`src/rtl/store_buffer.sv`:
```
// rtl/store_buffer.sv - aligned store queue between MEM stage and data RAM (optional STORE_FWD_EN: load/store word conflict detect)
module store_buffer #(
  parameter int DEPTH = 4
) (
  input  logic        clk,
  input  logic        rst_n,
  input  logic        st_valid,
  output logic        st_ready,
  input  logic [31:0] st_addr,
  input  logic [31:0] st_data,
  input  logic [3:0]  st_sel,
  output logic        ram_write_en,
  input  logic        ram_ready,
  output logic [31:0] ram_addr,
  output logic [31:0] ram_write_data,
  output logic [3:0]  ram_write_sel,
  output logic        misalign,
  output logic        empty,
  input  logic [31:0] ld_addr,
  output logic        ld_conflict
);

  localparam int AW = $clog2(DEPTH);

  // Entries hold a word address plus lane-aligned data and byte enables,
  // so the RAM side never has to look at the original store size.
  logic [29:0] entry_addr [DEPTH];
  logic [31:0] entry_data [DEPTH];
  logic [3:0]  entry_sel  [DEPTH];

  // Pointers carry one extra MSB that acts as the wrap bit; with a
  // power-of-two depth a plain increment wraps the index and toggles it.
  logic [AW:0] wr_cnt;
  logic [AW:0] rd_cnt;
  logic [AW-1:0] wr_idx;
  logic [AW-1:0] rd_idx;

  logic full;
  logic accept;
  logic push;
  logic pop;

  logic        legal;
  logic [3:0]  al_sel;
  logic [31:0] al_data;

  assign wr_idx = wr_cnt[AW-1:0];
  assign rd_idx = rd_cnt[AW-1:0];

  assign empty = (wr_cnt == rd_cnt);
  assign full  = (wr_idx == rd_idx) && (wr_cnt[AW] != rd_cnt[AW]);

  // No bypass when full: a pop this cycle only frees space for next cycle.
  assign st_ready = !full;

  // Illegal stores are still consumed so the pipeline never stalls on them.
  assign accept = st_valid && st_ready;
  assign push   = accept && legal;

  assign ram_write_en = !empty;
  assign pop          = ram_write_en && ram_ready;

  // Lane alignment and legality of the incoming store.
  always_comb begin
    legal   = 1'b0;
    al_sel  = 4'b0000;
    al_data = 32'h0;
    case (st_sel)
      4'b0001: begin
        legal   = 1'b1;
        al_sel  = 4'b0001 << st_addr[1:0];
        al_data = {24'h0, st_data[7:0]} << {st_addr[1:0], 3'b000};
      end
      4'b0011: begin
        if (!st_addr[0]) begin
          legal = 1'b1;
          if (st_addr[1]) begin
            al_sel  = 4'b1100;
            al_data = {st_data[15:0], 16'h0};
          end else begin
            al_sel  = 4'b0011;
            al_data = {16'h0, st_data[15:0]};
          end
        end
      end
      4'b1111: begin
        if (st_addr[1:0] == 2'b00) begin
          legal   = 1'b1;
          al_sel  = 4'b1111;
          al_data = st_data;
        end
      end
      default: begin
        legal = 1'b0;
      end
    endcase
  end

  // Head entry drives the RAM port; outputs are forced to zero while empty.
  always_comb begin
    ram_addr       = 32'h0;
    ram_write_data = 32'h0;
    ram_write_sel  = 4'b0000;
    if (!empty) begin
      ram_addr       = {entry_addr[rd_idx], 2'b00};
      ram_write_data = entry_data[rd_idx];
      ram_write_sel  = entry_sel[rd_idx];
    end
  end

  // Write and read pointer advance; push and pop may happen together.
  always_ff @(posedge clk or negedge rst_n) begin
    if (!rst_n) begin
      wr_cnt <= '0;
      rd_cnt <= '0;
    end else begin
      if (push) begin
        wr_cnt <= wr_cnt + 1'b1;
      end
      if (pop) begin
        rd_cnt <= rd_cnt + 1'b1;
      end
    end
  end

  // Entry storage, written at the tail on an accepted legal store.
  always_ff @(posedge clk or negedge rst_n) begin
    if (!rst_n) begin
      for (int i = 0; i < DEPTH; i++) begin
        entry_addr[i] <= '0;
        entry_data[i] <= '0;
        entry_sel[i]  <= '0;
      end
    end else if (push) begin
      entry_addr[wr_idx] <= st_addr[31:2];
      entry_data[wr_idx] <= al_data;
      entry_sel[wr_idx]  <= al_sel;
    end
  end

  // One-cycle flag for a consumed but rejected store.
  always_ff @(posedge clk or negedge rst_n) begin
    if (!rst_n) begin
      misalign <= 1'b0;
    end else begin
      misalign <= accept && !legal;
    end
  end

`ifdef STORE_FWD_EN
  logic [DEPTH-1:0] entry_vld;

  // Per-entry occupancy for the conflict check; a slot is live from push
  // until the cycle after its pop, so the head being popped still matches.
  always_ff @(posedge clk or negedge rst_n) begin
    if (!rst_n) begin
      entry_vld <= '0;
    end else begin
      if (pop) begin
        entry_vld[rd_idx] <= 1'b0;
      end
      if (push) begin
        entry_vld[wr_idx] <= 1'b1;
      end
    end
  end

  // Word-granular match of the load against every pending store.
  always_comb begin
    ld_conflict = 1'b0;
    for (int i = 0; i < DEPTH; i++) begin
      if (entry_vld[i] && (entry_addr[i] == ld_addr[31:2])) begin
        ld_conflict = 1'b1;
      end
    end
  end
`else
  logic unused_ld_addr;

  assign unused_ld_addr = ^ld_addr;
  assign ld_conflict    = 1'b0;
`endif

endmodule

```
`config.mk`:
```
export PLATFORM = sky130hd
export DESIGN_NAME = store_buffer
export DESIGN_NICKNAME = d
export VERILOG_FILES = /design/src/rtl/store_buffer.sv
export SDC_FILE = /design/constraint.sdc
export NUM_CORES = 1
export LEC_CHECK = 0
export CAP_MARGIN = 20
export CORE_UTILIZATION = 45
export CTS_BUF_LIST = sky130_fd_sc_hd__clkbuf_4 sky130_fd_sc_hd__clkbuf_8 sky130_fd_sc_hd__clkbuf_16
export DETAILED_ROUTE_END_ITERATION = 8
export PLACE_DENSITY = 0.69
export REMOVE_ABC_BUFFERS = 1
export SETUP_SLACK_MARGIN = 0.15
export SKIP_CTS_REPAIR_TIMING = 1
export SLEW_MARGIN = 25
export SYNTH_ARGS = -nofsm -noshare
export SYNTH_HDL_FRONTEND = slang
export SYNTH_SLANG_ARGS = --single-unit
```
`constraint.sdc`:
```
create_clock -name clk -period 5.5 [get_ports clk]
set_input_delay 1.1 -clock clk [delete_from_list [all_inputs] [get_ports clk]]
set_output_delay 1.1 -clock clk [all_outputs]
set_load 0.005 [all_outputs]
```
---- Word level (Yosys, flattened, before mapping) ----
Index checks and enable logic that the tools add are counted.
storage, ports and cells
  ROM bits ................................ 0
  bits in latches ......................... 0
  register bits after elaboration ......... 271
  input bits .............................. 104
  memories kept ........................... 0
  word-level logic and storage cells ...... 72
  memory bits (writable) .................. 0
operators by class
  muxes and demuxes ....................... 32
  div/mod/pow operators ................... 0
  eq/ne operators ......................... 6
  order comparisons ....................... 3
  $add $sub $neg .......................... 2
  shift operators ......................... 2
  reductions and logical operators ........ 10
  bitwise operators ....................... 2
  multipliers ............................. 0
operators with widths
  kind                   count
  $mux W32               8
  $bwmux W128            1
  $bwmux W120            1
  $pmux W32 S3           1
  $mux W30               3
  $bmux W32 S2           1
  $demux W32 S2          1
  $bmux W30 S2           1
  $demux W30 S2          1
  $shl A8 B5 Y32         1
  $mux W4                7
  $bwmux W16             1
  $pmux W4 S3            1
  $bmux W4 S2            1
  $demux W4 S2           1
  $add A3 B1 Y3 const B  2
  $ge A3 B3 Y1 const B   2
  $logic_and A1 B1 Y1    6
  $not A2 Y3             2
  $eq A4 B1 Y1 const B   1
  $eq A4 B2 Y1 const B   1
  $eq A4 B4 Y1 const B   1
  $shl A1 B2 Y4 const A  1
  $eq A3 B3 Y1           1
  7 further kinds        10

---- Longest topological paths before layout ----
Gate-level depths: netlist of run 1.
  depth after elaboration ................. 6
  depth in mapped cells ................... 8
  mapped depth without buffers ............ 6

---- Worst setup path before layout of run 1 ----
OpenSTA, ideal clock, no wires.
  path kind ............................... register to output
  start ................................... register rd_cnt[0]
  end ..................................... output port ram_write_data[21]
  data required time ...................... 4.400 ns
  arrival time ............................ 1.782 ns
  path slack .............................. 2.618 ns
  buffers on the path ..................... 3
  cell stages (with the launch flop) ...... 6
  cell sequence ........................... dfrtp_1 -> clkbuf_1 -> buf_2 -> buf_2 -> mux4_2 -> and2_1
between the ends
  longest elaborated chain between the ends .. 5
  elaborated cells on any way between the ends .. 6
  those cells by class .................... eq/ne: 1; mux: 4; bitwise: 1
RTL lines
  item                                          RTL line  source
  from (decl)                                   34        logic [AW:0] rd_cnt;
  from (signal assigned)                        121       rd_cnt <= rd_cnt + 1'b1;
  $not A2 Y3 (implied by the code)              106       ram_write_data = entry_data[rd_idx];
  $bmux W32 S2                                  106
  $mux W32 (implied by the code) (2 in series)  106
  $mux W32 (*)                                  104       if (!empty) begin
  to (decl)                                     15        output logic [31:0] ram_write_data,
Mark *: on every way between the ends. The rest lies on a longest branch, timed or not. The select of a mux whose other input is x is not followed.

---- Final worst setup path of run 1 ----
  start ................................... register rd_cnt[0]
  end ..................................... output port ram_write_data[28]
The elaborated chain is that of the path after synthesis.

==> run_results.csv, run 1 <==
group,metric,value,unit
power,peakVddDrop,368,uV
clock_tree,cts_tree,"done",
worst_setup_path,slowest_stage,"dfrtp_4",
clock_tree,clkLatencyLatePin,550,ps
timing,fin_skew,12.8,ps
logic_synthesis,synthArstFlopShare,100,%
timing,finalCriticalPeriod,4380,ps
logic_synthesis,synth_area_per_cell,16.2,sq um
grt,grt_pass1_wl,47900,um
timing,final_hold_viol_count,0,
worst_setup_path,critical-path-max-stage-delay,820,ps
placed_design,dp_hpwl,17700,um
worst_hold_path,hold_depth,1,
logic_synthesis,yosysTopAreaCellShare,50.6,%
logic_synthesis,synthesis.area,13400,sq um
layout,area_growth,19.3,%
timing,setup_viol,0,
logic_synthesis,synth_seq_cells,271,
logic_synthesis,synth_area_leaders,"dfrtp_1 (51%), mux2_4 (17%), mux4_2 (11%)",
timing,slew_viol_final,0,
grt,met1_usage,30.8,%
grt,antenna_found_initial,1,
worst_hold_path,worstHoldPathType,"reg -> reg",
run_status,outcome,"finished clean",
worst_setup_path,endpoint_kind,"output port",
floorplanning,dieArea,30500,sq um
routing,ant_nets,0,
worst_setup_path,startpoint,"rd_cnt[0]$_DFFE_PN0P_",
worst_setup_path,r2r_slack,2560,ps
worst_setup_path,cp.arrival,3280,ps
grt,gr-total-overflow,0,
worst_setup_path,crit_path_start_kind,"flip-flop",
clock_tree,cts-root-buf,"clkbuf_16",
clock_tree,h-tree-depth,1,
logic_synthesis,synth_top_flop_cell,"dfrtp_1",
timing,slew_headroom,25.8,%
routing,wire_per_inst,21.9,um
power,p_leak,7.67,nW
worst_setup_path,r2r_cells,5,
timing,grt_setup_unrepaired,"false",
logic_synthesis,yosys.area.top_type,"dfrtp_1",
grt,busiest_layer,"met1",
worst_setup_path,worstSetupPathType,"reg -> out",
logic_synthesis,yosysWarnings,0,
placed_design,dpl.cell_count,1310,
routing,first_pass_iters,4,
timing,period_share,79.6,%
floorplanning,initial_core_util,46.2,%
worst_setup_path,path_cells,"xnor2_1, nand2_1, nor2_1, inv_2, buf_4, and2_1, clkdlybuf4s50_1",
clock_tree,clk_pin_slew,60,ps
logic_synthesis,syn-instance-count,825,
layout,final_nets,1066,
worst_hold_path,min-delay-start,"rd_cnt[2]$_DFFE_PN0P_",
worst_hold_path,worst_hold_path.endpoint,"rd_cnt[2]$_DFFE_PN0P_",
layout,drive_above_1_share,42.2,%
routing,wirelength,29800,um
worst_setup_path,r2r-start,"rd_cnt[0]$_DFFE_PN0P_",
grt,use_met2,30.7,%
worst_setup_path,cp_max_fo,28,
power,power_per_cell_area,445,nW/um^2
grt,grt_max_degree,111,
logic_synthesis,synth-seq-area-share,50.6,%
floorplanning,core_area,29000,sq um
routing,vias,7515,
worst_setup_path,crit_required,4400,ps
grt,grt_use_total,20.3,%
routing,via_per_inst,5.53,
floorplanning,die_h,175,um
logic_synthesis,synth_edf_count,0,
routing,drc,0,
grt,globalRouteMet3Util,3.13,%
flow_run,maxCapViolations,0,
routing,first_iter_violations,442,
clock_tree,cts.sinks,271,
logic_synthesis,synth_commonest_cells,"dfrtp_1 (271), mux2_4 (150), mux2_2 (115)",
power,total_power,7.11,mW
worst_setup_path,worstReg2RegEnd,"entry_data[92]$_DFFE_PN0P_",
timing,max_freq,228,MHz
floorplanning,io_pins,177,
placed_design,port_buffers,141,
logic_synthesis,yosysMostFrequentCell,"dfrtp_1",
timing,worstMarginPinSlew,1110,ps
layout,finalNonFillerCells,1359,
timing,finalSetupTns,0,ps
placed_design,gp_congestion,0.734,
clock_tree,numCtsBuffers,29,
floorplanning,rows,62,
floorplanning,fp.dieW,175,um
logic_synthesis,synthDistinctLibCells,36,
grt,grt_pass1_vias,8194,
clock_tree,clk_path_buf_depth,3,
-- stage by stage --
step,setup slack [ps],utilization [%],hold slack [ps],area (sq um)
floorplan,105,-,464,13000
global placement,1280,52.0,479,15100
detailed placement,1270,52.0,486,15100
CTS,989,55.1,494,16000
global route,821,55.1,511,16000
finish,1120,55.1,494,16000
-- where the power goes --
part | internal, mW | leakage [nW] | switching (mW) | total, mW
registers | 2.46 | 3.63 | 0.302 | 2.77
logic | 1.55 | 3.58 | 0.922 | 2.47
clock network | 1.10 | 0.461 | 0.777 | 1.88
total | 5.11 | 7.67 | 2.00 | 7.11
-- layer usage --
| metal | vias up | routed length (um) |
|---|---|---|
| met2 | 161 | 13600 |
| met1 | 4034 | 14400 |
| met3 | 28 | 1320 |
| li1 | 3292 | - |
| met4 | 0 | 411 |
| met5 | - | 0 |
-- flip-flops by register name, indices dropped and copies added, names as in the netlist --
register / count
wr_cnt: 3
misalign: 1
entry_data: 128
rd_cnt: 3
entry_sel: 16
entry_addr: 120
-- kinds of logic (layout without fill, tap and decap cells) --
kind of cell / count (synthesis) / in the layout / synth area share, %
multiplexers: 331 / 331 / 37.6
flip-flops: 271 / 271 / 50.6
AND/OR/NAND/NOR: 115 / 115 / 5.56
buffers and inverters: 64 / 211 / 3.09
AO/OA/AOI/OAI: 31 / 31 / 2.22
XOR/XNOR: 7 / 7 / 0.458
adder cells (fa/ha/maj): 5 / 5 / 0.467
other: 1 / 4 / 0.0280
-- worst max-delay path: cells and delay by family (launching register included) --
family / cells / cell delay, ps
DFF: 1 / 820
xor gates and xnor gates: 1 / 260
buffers and inverters: 3 / 1250
and+or+nand+nor: 3 / 390
-- final cells by class --
type | count | area, sq um
sequential | 271 | 6790
antenna | 1 | 2.50
clock inverter | 3 | 18.8
fill | 2399 | 13000
timing repair buffer | 158 | 1570
clock buffer | 45 | 890
inverter | 5 | 18.8
multi-input combinational | 492 | 6220
tap | 384 | 480
-- worst max path at each step --
stage                            endpoint  cells after the start
5_1_grt                 ram_write_data[6]                      7
3_5_place_dp   entry_data[70]$_DFFE_PN0P_                      6
2_1_floorplan                ram_addr[10]                      5
3_3_place_gp   entry_addr[67]$_DFFE_PN0P_                      6
4_1_cts                ram_write_data[25]                      7
6_report               ram_write_data[28]                      7
-- layout by cell type, fill, tap and decap left out, drive strengths merged, types with 8 or more instances in the layout --
| master | instances |
|---|---|
| mux4 | 66 |
| buf | 18 |
| nand3 | 15 |
| clkdlybuf4s50 | 140 |
| mux2 | 265 |
| dfrtp | 271 |
| a221o | 8 |
| and2 | 75 |
| nor2 | 11 |
| a22o | 16 |
| clkbuf | 45 |
(Power assumes the default switching activity.)
==> run 2, diff against run 1 <==
- PLACE_DENSITY: 0.69 -> 0.72
- clock period: 5.5 -> 4 ns (I/O delays scaled with it)
==> run_results.csv, run 2 (synthesis results as in run 1) <==
group,metric,value,unit
timing,worstMarginPinSlew,1070,ps
floorplanning,dieArea,30500,sq um
worst_setup_path,r2r_cells,5,
power,peakVddDrop,463,uV
routing,drc,0,
worst_setup_path,crit_path_start_kind,"flip-flop",
routing,vias,7546,
grt,grt_pass1_wl,48100,um
floorplanning,fp.dieW,175,um
layout,drive_above_1_share,42.8,%
timing,whs,214,ps
timing,fin_skew,29.0,ps
clock_tree,clk_path_buf_depth,3,
floorplanning,initial_core_util,46.2,%
timing,max_freq,271,MHz
placed_design,port_buffers,141,
grt,grt_pass1_vias,8295,
clock_tree,h-tree-depth,1,
routing,first_pass_iters,4,
worst_hold_path,worstHoldPathType,"in -> async",
floorplanning,die_h,175,um
clock_tree,numCtsBuffers,30,
clock_tree,clkLatencyLatePin,570,ps
layout,top_regs,"entry_data x128, entry_addr x120, entry_sel x16",
layout,finalInstanceArea,16100,sq um
routing,ant_nets,0,
timing,final_hold_viol_count,0,
timing,grt_setup_unrepaired,"false",
clock_tree,cts_tree,"done",
placed_design,dp_hpwl,17700,um
timing,finalCriticalPeriod,3700,ps
grt,antenna_found_initial,1,
clock_tree,cts-root-buf,"clkbuf_16",
worst_setup_path,crit_required,3200,ps
floorplanning,rows,62,
flow_run,maxCapViolations,0,
power,p_leak,7.75,nW
worst_setup_path,cp.arrival,2900,ps
worst_setup_path,endpoint_kind,"output port",
layout,postLayoutCoreUtil,55.6,%
layout,final_nets,1071,
routing,wirelength,29500,um
grt,grt_use_total,20.2,%
layout,final_common_cell,"dfrtp_1",
run_status,outcome,"finished clean",
worst_setup_path,cp_max_fo,55,
grt,gr-total-overflow,0,
routing,via_per_inst,5.52,
power,power_per_cell_area,615,nW/um^2
timing,slew_viol_final,0,
clock_tree,cts.sinks,271,
routing,first_iter_violations,425,
routing,wire_per_inst,21.6,um
placed_design,gp_congestion,0.745,
grt,grt_max_degree,89,
timing,slew_headroom,28.8,%
layout,area_growth,20.4,%
layout,largest_reg_flops,128,
clock_tree,clk_pin_slew,60,ps
floorplanning,io_pins,177,
layout,top_register,"entry_data",
layout,layout_common_cells,"dfrtp_1 (269), mux2_4 (150), clkdlybuf4s50_1 (140)",
timing,setup_viol,0,
worst_setup_path,worstSetupPathType,"reg -> out",
placed_design,place_area,15100,sq um
timing,period_share,92.4,%
floorplanning,core_area,29000,sq um
-- run 2: area by class of cell --
type	instances	area, sq um
fillers	2364	12900
clock buffers	45	907
diodes	1	2.50
inverters	5	18.8
flip-flops and latches	271	6790
well taps	384	480
repair buffers	162	1640
clock inverters	7	71.3
multi-input cells	492	6220
-- run 2: worst paths after layout --
| check | from | to | slack, ps |
|---|---|---|---|
| hold / removal | rst_n | entry_addr[117]$_DFFE_PN0P_ | 210 |
| setup reg to reg | rd_cnt[0]$_DFFE_PN0P_ | entry_data[35]$_DFFE_PN0P_ | 1330 |
| hold reg to reg | entry_sel[5]$_DFFE_PN0P_ | entry_sel[5]$_DFFE_PN0P_ | 500 |
| min in group clk | entry_sel[5]$_DFFE_PN0P_ | entry_sel[5]$_DFFE_PN0P_ | 500 |
| max in group asynchronous | rst_n | rd_cnt[1]$_DFFE_PN0P_ | 2840 |
| setup / recovery | rd_cnt[1]$_DFFE_PN0P_ | ram_write_sel[3] | 300 |
-- run 2: critical path: stages, from the launching register on --
cell,delay (ps)
dfrtp_4,610
xnor2_2,230
nand2_1,90
nor2_1,50
inv_2,280
buf_12,310
and2_1,230
clkdlybuf4s50_1,530
-- run 2: metal layers --
layer / wire, um / GRT usage [%] / vias to the layer above
li1: - / - / 3303
met1: 13800 / 29.0 / 4034
met2: 13800 / 31.8 / 162
met3: 1090 / 3.22 / 47
met4: 766 / 5.98 / 0
met5: 0 / 0 / -
-- run 2: where the power goes --
group	internal [mW]	switching, mW
registers	3.39	0.384
logic	2.15	1.30
clock network	1.62	1.08
total	7.16	2.77
-- run 2: stage by stage --
step	setup TNS (ps)	power, mW	setup slack, ps	cells
after CTS	0	10.1	196	1366
after global placement	0	7.22	598	1314
after detailed placement	0	7.30	554	1314
final	0	9.93	305	1367
after global routing	0	10.5	151	1367
after floorplan	-351850	5.88	-1090	768
